### config.mk
export PLATFORM = sky130hd
export DESIGN_NAME = bubble_outbuf_loader
export DESIGN_NICKNAME = d
export VERILOG_FILES = /design/src/rtl/bubble_pkg.sv /design/src/rtl/bubble_outbuf_loader.sv
export SDC_FILE = /design/constraint.sdc
export NUM_CORES = 1
export LEC_CHECK = 0
export CAP_MARGIN = 20
export CORE_ASPECT_RATIO = 0.5
export CORE_MARGIN = 2
export CORE_UTILIZATION = 49
export CTS_CLUSTER_SIZE = 14
export DETAILED_ROUTE_END_ITERATION = 8
export PLACE_DENSITY = 0.8
export SKIP_CTS_REPAIR_TIMING = 1
export SLEW_MARGIN = 20
export SYNTH_ARGS = -nofsm -noshare
export SYNTH_HDL_FRONTEND = slang
export SYNTH_SLANG_ARGS = --single-unit
### constraint.sdc
create_clock -name MCLK -period 1.9 [get_ports MCLK]
set_clock_uncertainty 0.05 [all_clocks]
set_input_delay 0.38 -clock MCLK [delete_from_list [all_inputs] [get_ports MCLK]]
set_output_delay 0.38 -clock MCLK [all_outputs]
set_load 0.1 [all_outputs]
### src/rtl/bubble_pkg.sv
// Shared constants and loader state encoding for the bubble output buffer path.
package bubble_pkg;

    localparam int OUTBUF_ADDR_W    = 15;
    localparam int OUTBUF_BOOT_BASE = 0;
    localparam int OUTBUF_PAGE_BASE = 14336;
    localparam int PAGE_BITS        = 1168;

    typedef enum logic [2:0] {
        LD_IDLE      = 3'd0,
        LD_LATCH     = 3'd1,
        LD_WAIT_BYTE = 3'd2,
        LD_SHIFT     = 3'd3,
        LD_FINISH    = 3'd4
    } loader_state_e;

endpackage

### src/rtl/bubble_outbuf_loader.sv
// Serialises a byte stream into the single-bit output buffer write port.
// Build option: LOADER_LSB_FIRST_EN emits bit0 of each byte first.
module bubble_outbuf_loader
    import bubble_pkg::*;
#(
    parameter int ADDR_W = OUTBUF_ADDR_W,
    parameter int LEN_W  = 16
) (
    input  logic              MCLK,
    input  logic              nRESET,
    input  logic              START,
    input  logic [ADDR_W-1:0] START_ADDR,
    input  logic [LEN_W-1:0]  BIT_LEN,
    input  logic              ABORT,
    input  logic [7:0]        BYTE_DATA,
    input  logic              BYTE_VALID,
    output logic              BYTE_READY,
    output logic              nOUTBUFWCLKEN,
    output logic [ADDR_W-1:0] OUTBUFWADDR,
    output logic              OUTBUFWDATA,
    output logic              BUSY,
    output logic              DONE
);

    localparam logic [2:0] S_IDLE   = LD_IDLE;
    localparam logic [2:0] S_LATCH  = LD_LATCH;
    localparam logic [2:0] S_WAIT   = LD_WAIT_BYTE;
    localparam logic [2:0] S_SHIFT  = LD_SHIFT;
    localparam logic [2:0] S_FINISH = LD_FINISH;

    logic [2:0]        state_q;
    logic [2:0]        state_d;
    logic [ADDR_W-1:0] addr_q;
    logic [LEN_W-1:0]  remaining_q;
    logic [2:0]        bitcnt_q;
    logic [7:0]        shreg_q;
    logic [7:0]        shreg_nx;
    logic              ready_q;
    logic              wen_n_q;
    logic              busy_q;
    logic              done_q;
    logic              take;
    logic              last_bit;

`ifdef LOADER_LSB_FIRST_EN
    assign OUTBUFWDATA = shreg_q[0];
    assign shreg_nx    = {1'b0, shreg_q[7:1]};
`else
    assign OUTBUFWDATA = shreg_q[7];
    assign shreg_nx    = {shreg_q[6:0], 1'b0};
`endif

    assign take     = (state_q == S_WAIT) && ready_q && BYTE_VALID;
    assign last_bit = (remaining_q == LEN_W'(1));

    always_comb begin
        state_d = state_q;
        unique case (state_q)
            S_IDLE: begin
                if (START) state_d = S_LATCH;
            end
            S_LATCH: begin
                if (remaining_q == '0) state_d = S_FINISH;
                else                   state_d = S_WAIT;
            end
            S_WAIT: begin
                if (take) state_d = S_SHIFT;
            end
            S_SHIFT: begin
                // running out of bits beats the byte boundary
                if (last_bit)                state_d = S_FINISH;
                else if (bitcnt_q == 3'd7)   state_d = S_WAIT;
            end
            S_FINISH: state_d = S_IDLE;
            default:  state_d = S_IDLE;
        endcase
        if (ABORT) state_d = S_IDLE;
    end

    always_ff @(posedge MCLK) begin
        if (!nRESET) begin
            state_q     <= S_IDLE;
            addr_q      <= '0;
            remaining_q <= '0;
            bitcnt_q    <= '0;
            shreg_q     <= '0;
            ready_q     <= 1'b0;
            wen_n_q     <= 1'b1;
            busy_q      <= 1'b0;
            done_q      <= 1'b0;
        end else begin
            state_q <= state_d;
            ready_q <= (state_d == S_WAIT);
            wen_n_q <= (state_d != S_SHIFT);
            busy_q  <= (state_d != S_IDLE);
            done_q  <= (state_d == S_FINISH);
            if (state_q == S_IDLE && START && !ABORT) begin
                addr_q      <= START_ADDR;
                remaining_q <= BIT_LEN;
            end
            if (take) begin
                shreg_q  <= BYTE_DATA;
                bitcnt_q <= 3'd0;
            end
            // addr already shows the strobed bit; advance for the next one
            if (state_q == S_SHIFT) begin
                addr_q      <= addr_q + ADDR_W'(1);
                remaining_q <= remaining_q - LEN_W'(1);
                bitcnt_q    <= bitcnt_q + 3'd1;
                shreg_q     <= shreg_nx;
            end
        end
    end

    assign BYTE_READY    = ready_q;
    assign nOUTBUFWCLKEN = wen_n_q;
    assign OUTBUFWADDR   = addr_q;
    assign BUSY          = busy_q;
    assign DONE          = done_q;

endmodule

; Yosys cells after proc, flatten, opt, wreduce, memory -nomap -nowiden
; Index checks and enable logic that the tools add are counted.
[word_totals]
ff_bits = 49
in_bits = 44
elab_cells = 48
[op_classes]
n_addsub = 3
eq_ne = 8
mux = 15
bitwise_logic = 1
reduce_logical = 11
[ops]
columns = op, count
row1 = $mux 16, 2
row2 = $mux 15, 2
row3 = $mux 3, 8
row4 = $eq 16x1->1 const B, 1
row5 = $logic_not 16->1, 1
row6 = $mux 8, 2
row7 = $sub 16x1->16 const B, 1
row8 = $add 15x1->15 const B, 1
row9 = $pmux 3 s4, 1
row10 = $eq 3x2->1 const B, 3
row11 = $eq 3x3->1 const B, 2
row12 = $logic_and 1x1->1, 4
row13 = $reduce_bool 2->1, 2
row14 = $add 3x1->3 const B, 1
row15 = $eq 3x1->1 const B, 1
row16 = $logic_not 3->1, 1
row17 = $ne 3x2->1 const B, 1
row18 = $reduce_bool 3->1, 1
row19 = $reduce_or 2->1, 1
row20 = $logic_not 1->1, 1
row21 = $not 1->1, 1

; Longest topological paths before layout
; Gate-level depths: netlist of the first run.
[logic_depth]
depth_word = 7
depth_mapped = 7

; Worst setup path after synthesis of the first run
; No wires, ideal clock.
[synth_path]
path_kind = reg2reg
startpoint = register addr_q[0], in the netlist OUTBUFWADDR[0]
endpoint = register addr_q[12], in the netlist OUTBUFWADDR[12]
setup_ns = 0.075
t_arrival_ns = 2.365
path_slack_ns = -0.590
path_stages_with_launch = 7
synth_period_minus_slack_ns = 2.490
path_cell_list = dfxtp_1 -> ha_1 -> and4_1 -> clkbuf_1 -> nand2_1 -> or4_1 -> a31oi_1
[synth_between]
elab_chain_cells = 2
[synth_lines]
columns = item, line
row1 = start: declaration, bubble_outbuf_loader.sv:33  ; logic [ADDR_W-1:0] addr_q;
row2 = start signal: assignment, bubble_outbuf_loader.sv:107  ; addr_q <= addr_q + ADDR_W'(1);
row3 = $add 15x1->15, bubble_outbuf_loader.sv:107
row4 = $mux 15, bubble_outbuf_loader.sv:106  ; if (state_q == S_SHIFT) begin
; Every way passes these cells.
; A chain may end at the register's enable or synchronous reset.

; Final worst setup path of the first run
[layout_path]
startpoint = register state_q[1]
endpoint = register addr_q[12], in the netlist OUTBUFWADDR[12]
[layout_between]
elab_chain_cells = 4
word_cells_on_any_way = 6
cone_classes = 1 x eq/ne / 1 x mux / 4 x reduce/logical
[layout_lines]
columns = item, line
row1 = start: declaration, bubble_outbuf_loader.sv:31  ; logic [2:0] state_q;
row2 = start signal: assignment, bubble_outbuf_loader.sv:92  ; state_q <= state_d;
row3 = $logic_not 3->1, bubble_outbuf_loader.sv:97  ; if (state_q == S_IDLE && START && !ABORT) begin
row4 = $logic_and 1x1->1 (2 in a row), bubble_outbuf_loader.sv:97
row5 = $reduce_bool 2->1 (no line), -
; Several ways; a longest one is shown, not always the timed one.

==> results of run 1 <==
==> cell usage in the layout (no fill, tap or decap), types with 4 or more instances in the layout <==
| cell type | netlist | layout |
|---|---|---|
| o211ai_1 | 7 | 7 |
| o311ai_0 | 5 | 5 |
| clkdlybuf4s50_1 | 0 | 43 |
| and3_1 | 10 | 10 |
| nor4_1 | 4 | 4 |
| a21oi_1 | 27 | 27 |
| a22oi_1 | 7 | 7 |
| or3_1 | 4 | 4 |
| o21ai_0 | 7 | 7 |
| buf_12 | 0 | 21 |
| nand2_1 | 30 | 30 |
| nand4_1 | 8 | 8 |
| inv_1 | 4 | 4 |
| clkbuf_8 | 0 | 6 |
| dfxtp_1 | 49 | 35 |
| a31oi_1 | 15 | 15 |
| dfxtp_2 | 0 | 12 |
| buf_4 | 1 | 26 |
| nor2_1 | 15 | 15 |
| nor3_1 | 6 | 6 |
| a2bb2oi_1 | 9 | 9 |
| nand3_1 | 12 | 11 |
| ha_1 | 6 | 5 |
==> power by group through the flow <==
| stage | clock (uW) | sequential, uW | combinational (uW) |
|---|---|---|---|
| final | 621 | 1130 | 610 |
| after global routing | 668 | 1140 | 646 |
| after floorplan | 0 | 1270 | 205 |
| after detailed placement | 0 | 1150 | 599 |
| after global placement | 0 | 1150 | 588 |
| after CTS | 628 | 1130 | 602 |
==> cells by family (layout without fill, tap and decap cells) <==
family / count (synthesis) / count (layout)
DFF: 49 / 49
and+or+nand+nor: 121 / 121
AOI/OAI and AO/OA: 97 / 97
xor gates and xnor gates: 2 / 2
buffers and inverters: 21 / 101
muxes: 1 / 1
adders and majority gates: 6 / 6
==> stage by stage <==
| step | setup slack [ps] | TNS [ps] | cells | utilization |
|---|---|---|---|---|
| floorplan | -60.7 | -60.7 | 297 | - |
| global placement | -194 | -3300 | 440 | 0.730 |
| detailed placement | -319 | -4730 | 440 | 0.730 |
| CTS | -16.0 | -16.0 | 447 | 0.748 |
| global route | -6.84 | -6.84 | 447 | 0.751 |
| finish | 62.0 | 0 | 447 | 0.751 |
==> worst register-to-register path, stage by stage (launching register included) <==
cell,delay (ps)
dfxtp_1,430
and3b_2,290
buf_4,180
nand2_1,120
o311ai_0,480
a31oi_1,150
==> synthesized netlist by cell type (2+ instances only) <==
| cell type | n | area share |
|---|---|---|
| dfxtp_1 | 49 | 0.38 |
| nand2_1 | 30 | 0.044 |
| a21oi_1 | 27 | 0.053 |
| a31oi_1 | 15 | 0.037 |
| nor2_1 | 15 | 0.022 |
| nand3_1 | 12 | 0.024 |
| and3_1 | 10 | 0.024 |
| a2bb2oi_1 | 9 | 0.031 |
| clkbuf_1 | 8 | 0.012 |
| nand4_1 | 8 | 0.020 |
| a22oi_1 | 7 | 0.021 |
| o211ai_1 | 7 | 0.021 |
| o21ai_0 | 7 | 0.014 |
| buf_2 | 6 | 0.012 |
| ha_1 | 6 | 0.029 |
| nor3_1 | 6 | 0.012 |
| o311ai_0 | 5 | 0.017 |
| and2_1 | 4 | 0.0098 |
| inv_1 | 4 | 0.0059 |
| nor4_1 | 4 | 0.0098 |
| or3_1 | 4 | 0.0098 |
| a211oi_1 | 3 | 0.0088 |
| nor2b_1 | 3 | 0.0074 |
| nor4_4 | 3 | 0.025 |
| or4_1 | 3 | 0.0088 |
| a211o_1 | 2 | 0.0069 |
| a221oi_1 | 2 | 0.0069 |
| a311o_1 | 2 | 0.0078 |
| a41oi_1 | 2 | 0.0069 |
| and3b_1 | 2 | 0.0069 |
| and4_1 | 2 | 0.0069 |
| buf_1 | 2 | 0.0029 |
| nand3b_1 | 2 | 0.0059 |
| nand4b_1 | 2 | 0.0069 |
| o2bb2a_1 | 2 | 0.0078 |
| or3_2 | 2 | 0.0059 |
| xnor2_1 | 2 | 0.0069 |
==> final cells by class <==
class,count,share of cell area
tap,70,0.0234
inverter,4,0.00402
timing repair buffer,90,0.280
clock buffer,7,0.0231
multi-input combinational,227,0.401
sequential,49,0.269
==> registers in the layout, summed over array words and instances (netlist names) <==
signal         cells
BUSY               1
BYTE_READY         1
DONE               1
OUTBUFWADDR       15
bitcnt_q           3
nOUTBUFWCLKEN      1
remaining_q       16
shreg_q            8
state_q            3
==> path summary, 6_finish.rpt <==
path / from / endpoint / cells past startpoint
hold / removal: shreg_q[2]$_SDFFE_PN0P_ / shreg_q[2]$_SDFFE_PN0P_ / 2
hold reg to reg: shreg_q[2]$_SDFFE_PN0P_ / shreg_q[2]$_SDFFE_PN0P_ / 2
setup / recovery: state_q[1]$_SDFF_PN0_ / OUTBUFWADDR[12]$_SDFFE_PN0P_ / 5
setup reg to reg: state_q[1]$_SDFF_PN0_ / OUTBUFWADDR[12]$_SDFFE_PN0P_ / 5
==> metal layers <==
layer,GRT usage,up-vias,part of all wire
met5,0,-,0
met4,0.0592,0,0.0043
met3,0.0468,5,0.083
met2,0.459,126,0.47
met1,0.341,1282,0.44
li1,-,1323,-
==> flow_summary_export.csv, run 1 <==
group,metric,value,unit
logic_synthesis,post_synth.cell_area_avg,8.60,um2
drt,firstDrtPassIters,5,
worst_setup_path,max_stage_delay,480,ps
sta,final.min_clock_period,1840,ps
logic_synthesis,syn_area,2550,um2
sta,relSlewSlack,0.683,
placed_design,place_congestion,0.935,
power_and_ir_drop,comb_power_share,0.258,
logic_synthesis,synth_nets,347,
floorplanning,dieArea,5840,um2
layout,antenna_cells,0,
flow_run,maxCapViolCount,0,
drt,wl_per_cell,17.1,um
logic_synthesis,synth_edf_count,0,
floorplanning,die_w,106,um
global_routing,grt_overflow_total,0,
cts,clk_root_buffer_cell,"clkbuf_8",
global_routing,grt_max_degree,28,
cts,numCtsBuffers,5,
floorplanning,rows,18,
layout,fillers,357,
sta,slew_violations,0,
logic_synthesis,synth_top_family_by_area,"simple AND/OR/NAND/NOR gates",
drt,ant_nets,0,
sta,holdWs,416,ps
worst_setup_path,path_cells,"and3b_2 > buf_4 > nand2_1 > o311ai_0 > a31oi_1",
global_routing,grt_pass1_vias,2468,
layout,seq_area,1000,um2
power_and_ir_drop,internal_power,1640,uW
layout,area_delta_synth_final,46.3,%
layout,fin_area,3740,um2
logic_synthesis,synth_cell_type_count,55,
floorplanning,chipHeight,55.0,um
logic_synthesis,syn_inst,297,
worst_setup_path,cpLargestDelayFamily,"compound AO/OA/AOI/OAI gates",
logic_synthesis,synth_xor_area_frac,0.00686,
layout,drive_above_1_share,0.220,
worst_setup_path,r2r_slack,60,ps
drt,wirelength,7640,um
worst_setup_path,crit_path_start_kind,"register",
logic_synthesis,synth_mux_area_frac,0.00392,
drt,drcViolationCount,0,
logic_synthesis,synth-compound-area-share,0.260,
worst_setup_path,critPathMaxFanout,8,
global_routing,grt_first_pass_wirelength,11800,um
worst_setup_path,critPathKind,"register to register",
cts,cts.htree.levels,2,
placed_design,dpl_cell_area,3630,um2
power_and_ir_drop,p_seq_frac,0.479,
layout,nets,427,
logic_synthesis,ys_ff_latch,49,
power_and_ir_drop,pwr-share-clk,0.263,
drt,via_per_inst,6.12,
cts,cts.sinks,49,
worst_setup_path,cp.arrival,1950,ps
sta,worstMarginPinSlew,470,ps
logic_synthesis,synth-simple-area-share,0.281,
global_routing,antenna_found_initial,0,
layout,multiInputGateArea,1500,um2
worst_setup_path,end_kind,"register",
global_routing,grt_usage,0.259,
logic_synthesis,synth-adder-area-share,0.0294,
logic_synthesis,async_reset_ff_frac,0,
logic_synthesis,yosys_warnings,0,
cts,cts_tree,"done",
power_and_ir_drop,p_total,2360,uW
worst_setup_path,path_buf_inv,1,
floorplanning,core-area,4980,um2
power_and_ir_drop,p_leak,0.00138,uW
logic_synthesis,synthFlopType,"dfxtp_1",
floorplanning,io_pins,64,
power_and_ir_drop,p_per_area,633,nW/um2
power_and_ir_drop,switching_share,0.304,
worst_setup_path,slowest_stage,"o311ai_0",
sta,fmax,0.544,GHz
worst_setup_path,cp.required,2020,ps
drt,drt-initial-drc-count,139,
cts,path_clk_slew,90,ps
power_and_ir_drop,vdd.ir_drop.worst,0.317,mV
hold_path,hold_path_class,"register to register",
cts,clk_path_buf_depth,2,
sta,setup_violations,0,
drt,vias,2736,
placed_design,detailed_place_hpwl,5550,um
sta,finalHoldViolCount,0,
power_and_ir_drop,p_sw,720,uW
logic_synthesis,ys_seq_area_frac,0.384,
cts,clk_latency,300,ps
run_status,status,"complete, no violations",
placed_design,io_buffers,63,
floorplanning,start_util,0.513,
sta,fin_crit_sh,0.967,
No activity file was read; power rests on OpenSTA's default activity.
==> run 2, diff against run 1 <==
Settings changed: CORE_UTILIZATION 49 to 63, DONT_BUFFER_PORTS from default to 1, PLACE_DENSITY 0.8 to 0.79.
==> run 2 against run 1 <==
  * Worst hold slack lost 260 ps
  * Die area decreased by 21%
  * Critical endpoint is now shreg_q[0]$_SDFFE_PP0N_
  * First-iteration DRC count is 14% lower
  * Sequential cell count is the same
  * Largest power group unchanged
  * Critical path depth did not move
  * Utilization increased by 0.48 points
  * Sequential power about the same
==> flow_summary_export.csv, run 2 (synthesized netlist as in run 1, its figures left out) <==
group,metric,value,unit
cts,cts_tree,"done",
sta,relSlewSlack,0.714,
floorplanning,die_w,94.0,um
run_status,status,"complete, no violations",
cts,numCtsBuffers,5,
power_and_ir_drop,comb_power_share,0.208,
cts,path_clk_slew,90,ps
power_and_ir_drop,internal_power,1460,uW
power_and_ir_drop,pwr-share-clk,0.277,
layout,fillers,302,
layout,largest_reg_flops,16,
power_and_ir_drop,switching_share,0.325,
drt,wirelength,6820,um
power_and_ir_drop,p_seq_frac,0.515,
hold_path,hold_depth,1,
sta,worstMarginPinSlew,429,ps
worst_setup_path,path_buf_inv,1,
cts,clk_root_buffer_cell,"clkbuf_8",
drt,vias,2483,
power_and_ir_drop,p_sw,704,uW
global_routing,top_usage_layer,"met2",
flow_run,maxCapViolCount,0,
cts,cts.sinks,49,
worst_setup_path,r2r_slack,70,ps
global_routing,grt_overflow_total,0,
drt,wl_per_cell,18.0,um
power_and_ir_drop,p_total,2170,uW
global_routing,grt_max_degree,29,
worst_setup_path,crit_path_start_kind,"register",
global_routing,grt_first_pass_wirelength,11100,um
worst_setup_path,path_cells,"buf_4 > nor2b_1 > and3b_1 > mux2i_1 > nor3_1",
hold_path,hold_start,"nRESET",
floorplanning,io_pins,64,
layout,regMostFlops,"remaining_q",
cts,cts.htree.levels,2,
placed_design,io_buffers,0,
drt,via_per_inst,6.57,
worst_setup_path,cp.arrival,1960,ps
drt,drcViolationCount,0,
sta,rsz0062_at_grt,"false",
layout,layout_common_cells,"dfxtp_1, buf_4, nand2_1, a21oi_1",
worst_setup_path,critPathKind,"register to register",
worst_setup_path,critPathMaxFanout,10,
global_routing,grtUsageMet3,0.0742,
sta,fin_crit_sh,0.963,
global_routing,met2_usage,0.457,
worst_setup_path,reg2reg_depth,5,
floorplanning,rows,16,
worst_setup_path,slowest_stage,"dfxtp_1",
power_and_ir_drop,p_leak,0.00110,uW
layout,antenna_cells,0,
worst_setup_path,cpLargestDelayFamily,"simple AND/OR/NAND/NOR gates",
global_routing,grt_usage,0.301,
worst_setup_path,cp.required,2030,ps
sta,setup_violations,0,
power_and_ir_drop,p_per_area,735,nW/um2
global_routing,globalRouteMet1Util,0.430,
cts,clk_path_buf_depth,2,
global_routing,antenna_found_initial,0,
placed_design,place_congestion,0.931,
sta,slew_violations,0,
sta,fmax,0.547,GHz
hold_path,hold_path_class,"input port to register",
worst_setup_path,max_stage_delay,480,ps
sta,final.min_clock_period,1830,ps
sta,finalHoldViolCount,0,
layout,drive_above_1_share,0.213,
floorplanning,dieArea,4610,um2
power_and_ir_drop,vdd.ir_drop.worst,0.505,mV
floorplanning,core-area,3900,um2
floorplanning,start_util,0.654,
worst_setup_path,r2r-start,"state_q[1]$_SDFF_PN0_",
cts,clk_latency,300,ps
worst_setup_path,end_kind,"register",
layout,nets,373,
sta,holdWs,152,ps
layout,area_delta_synth_final,15.5,%
drt,ant_nets,0,
drt,drt-initial-drc-count,120,
floorplanning,chipHeight,49.0,um
worst_setup_path,r2r-end,"shreg_q[0]$_SDFFE_PP0N_",
hold_path,min_to,"OUTBUFWADDR[4]$_SDFFE_PN0P_",
placed_design,detailed_place_hpwl,4910,um
global_routing,grt_pass1_vias,2338,
drt,firstDrtPassIters,4,
## run 2: cell types whose count changed in the layout (fill, tap and decap cells not counted), sizes merged
cell / previous run / this run
clkbuf: 7 / 5
buf: 47 / 36
clkdlybuf4s50: 43 / 0
clkinv: 0 / 3
## run 2: layout make-up
cell class,count,area [um2],share of cell area
inverter,4,15.0,0.00509
clock inverter,3,12.5,0.00424
sequential,49,1000,0.341
clock buffer,5,68.8,0.0233
multi-input combinational,227,1490,0.504
timing repair buffer,36,295,0.100
tap,54,67.6,0.0229
## run 2: routing by layer
metal / share of wire / up-vias / wire (um)
met5: 0 / - / 0
met4: 0.011 / 0 / 78
met3: 0.080 / 14 / 546
met2: 0.45 / 107 / 3070
met1: 0.46 / 1159 / 3130
li1: - / 1203 / -
## run 2: how the worst max path moves through the flow
stage / from / to / slack, ps / cells past startpoint
after floorplan: OUTBUFWADDR[1]$_SDFFE_PN0P_ / OUTBUFWADDR[12]$_SDFFE_PN0P_ / -60 / 6
after global placement: state_q[0]$_SDFF_PN0_ / remaining_q[3]$_SDFFE_PN0P_ / 160 / 4
after detailed placement: ABORT / remaining_q[2]$_SDFFE_PN0P_ / 30 / 4
after CTS: state_q[1]$_SDFF_PN0_ / remaining_q[2]$_SDFFE_PN0P_ / 10 / 4
after global routing: state_q[1]$_SDFF_PN0_ / remaining_q[12]$_SDFFE_PN0P_ / 2 / 5
final: state_q[1]$_SDFF_PN0_ / shreg_q[0]$_SDFFE_PP0N_ / 70 / 5
## run 2: stage by stage
stage	TNS, ps	area (um2)	std cells	setup slack (ps)	util
after CTS	0	2940	377	14.1	0.753
after floorplan	-60.7	2580	297	-60.7	-
after global placement	0	2860	369	155	0.732
after global routing	0	2950	378	1.75	0.755
after detailed placement	0	2860	369	26.0	0.732
final	0	2950	378	70.5	0.755
## run 2: power groups by stage
stage          clock [uW]  combinational (uW)  sequential (uW)
6_report              601                 452             1120
5_1_grt               646                 480             1120
4_1_cts               599                 446             1110
3_5_place_dp            0                 442             1140
3_3_place_gp            0                 433             1140
2_1_floorplan           0                 205             1270
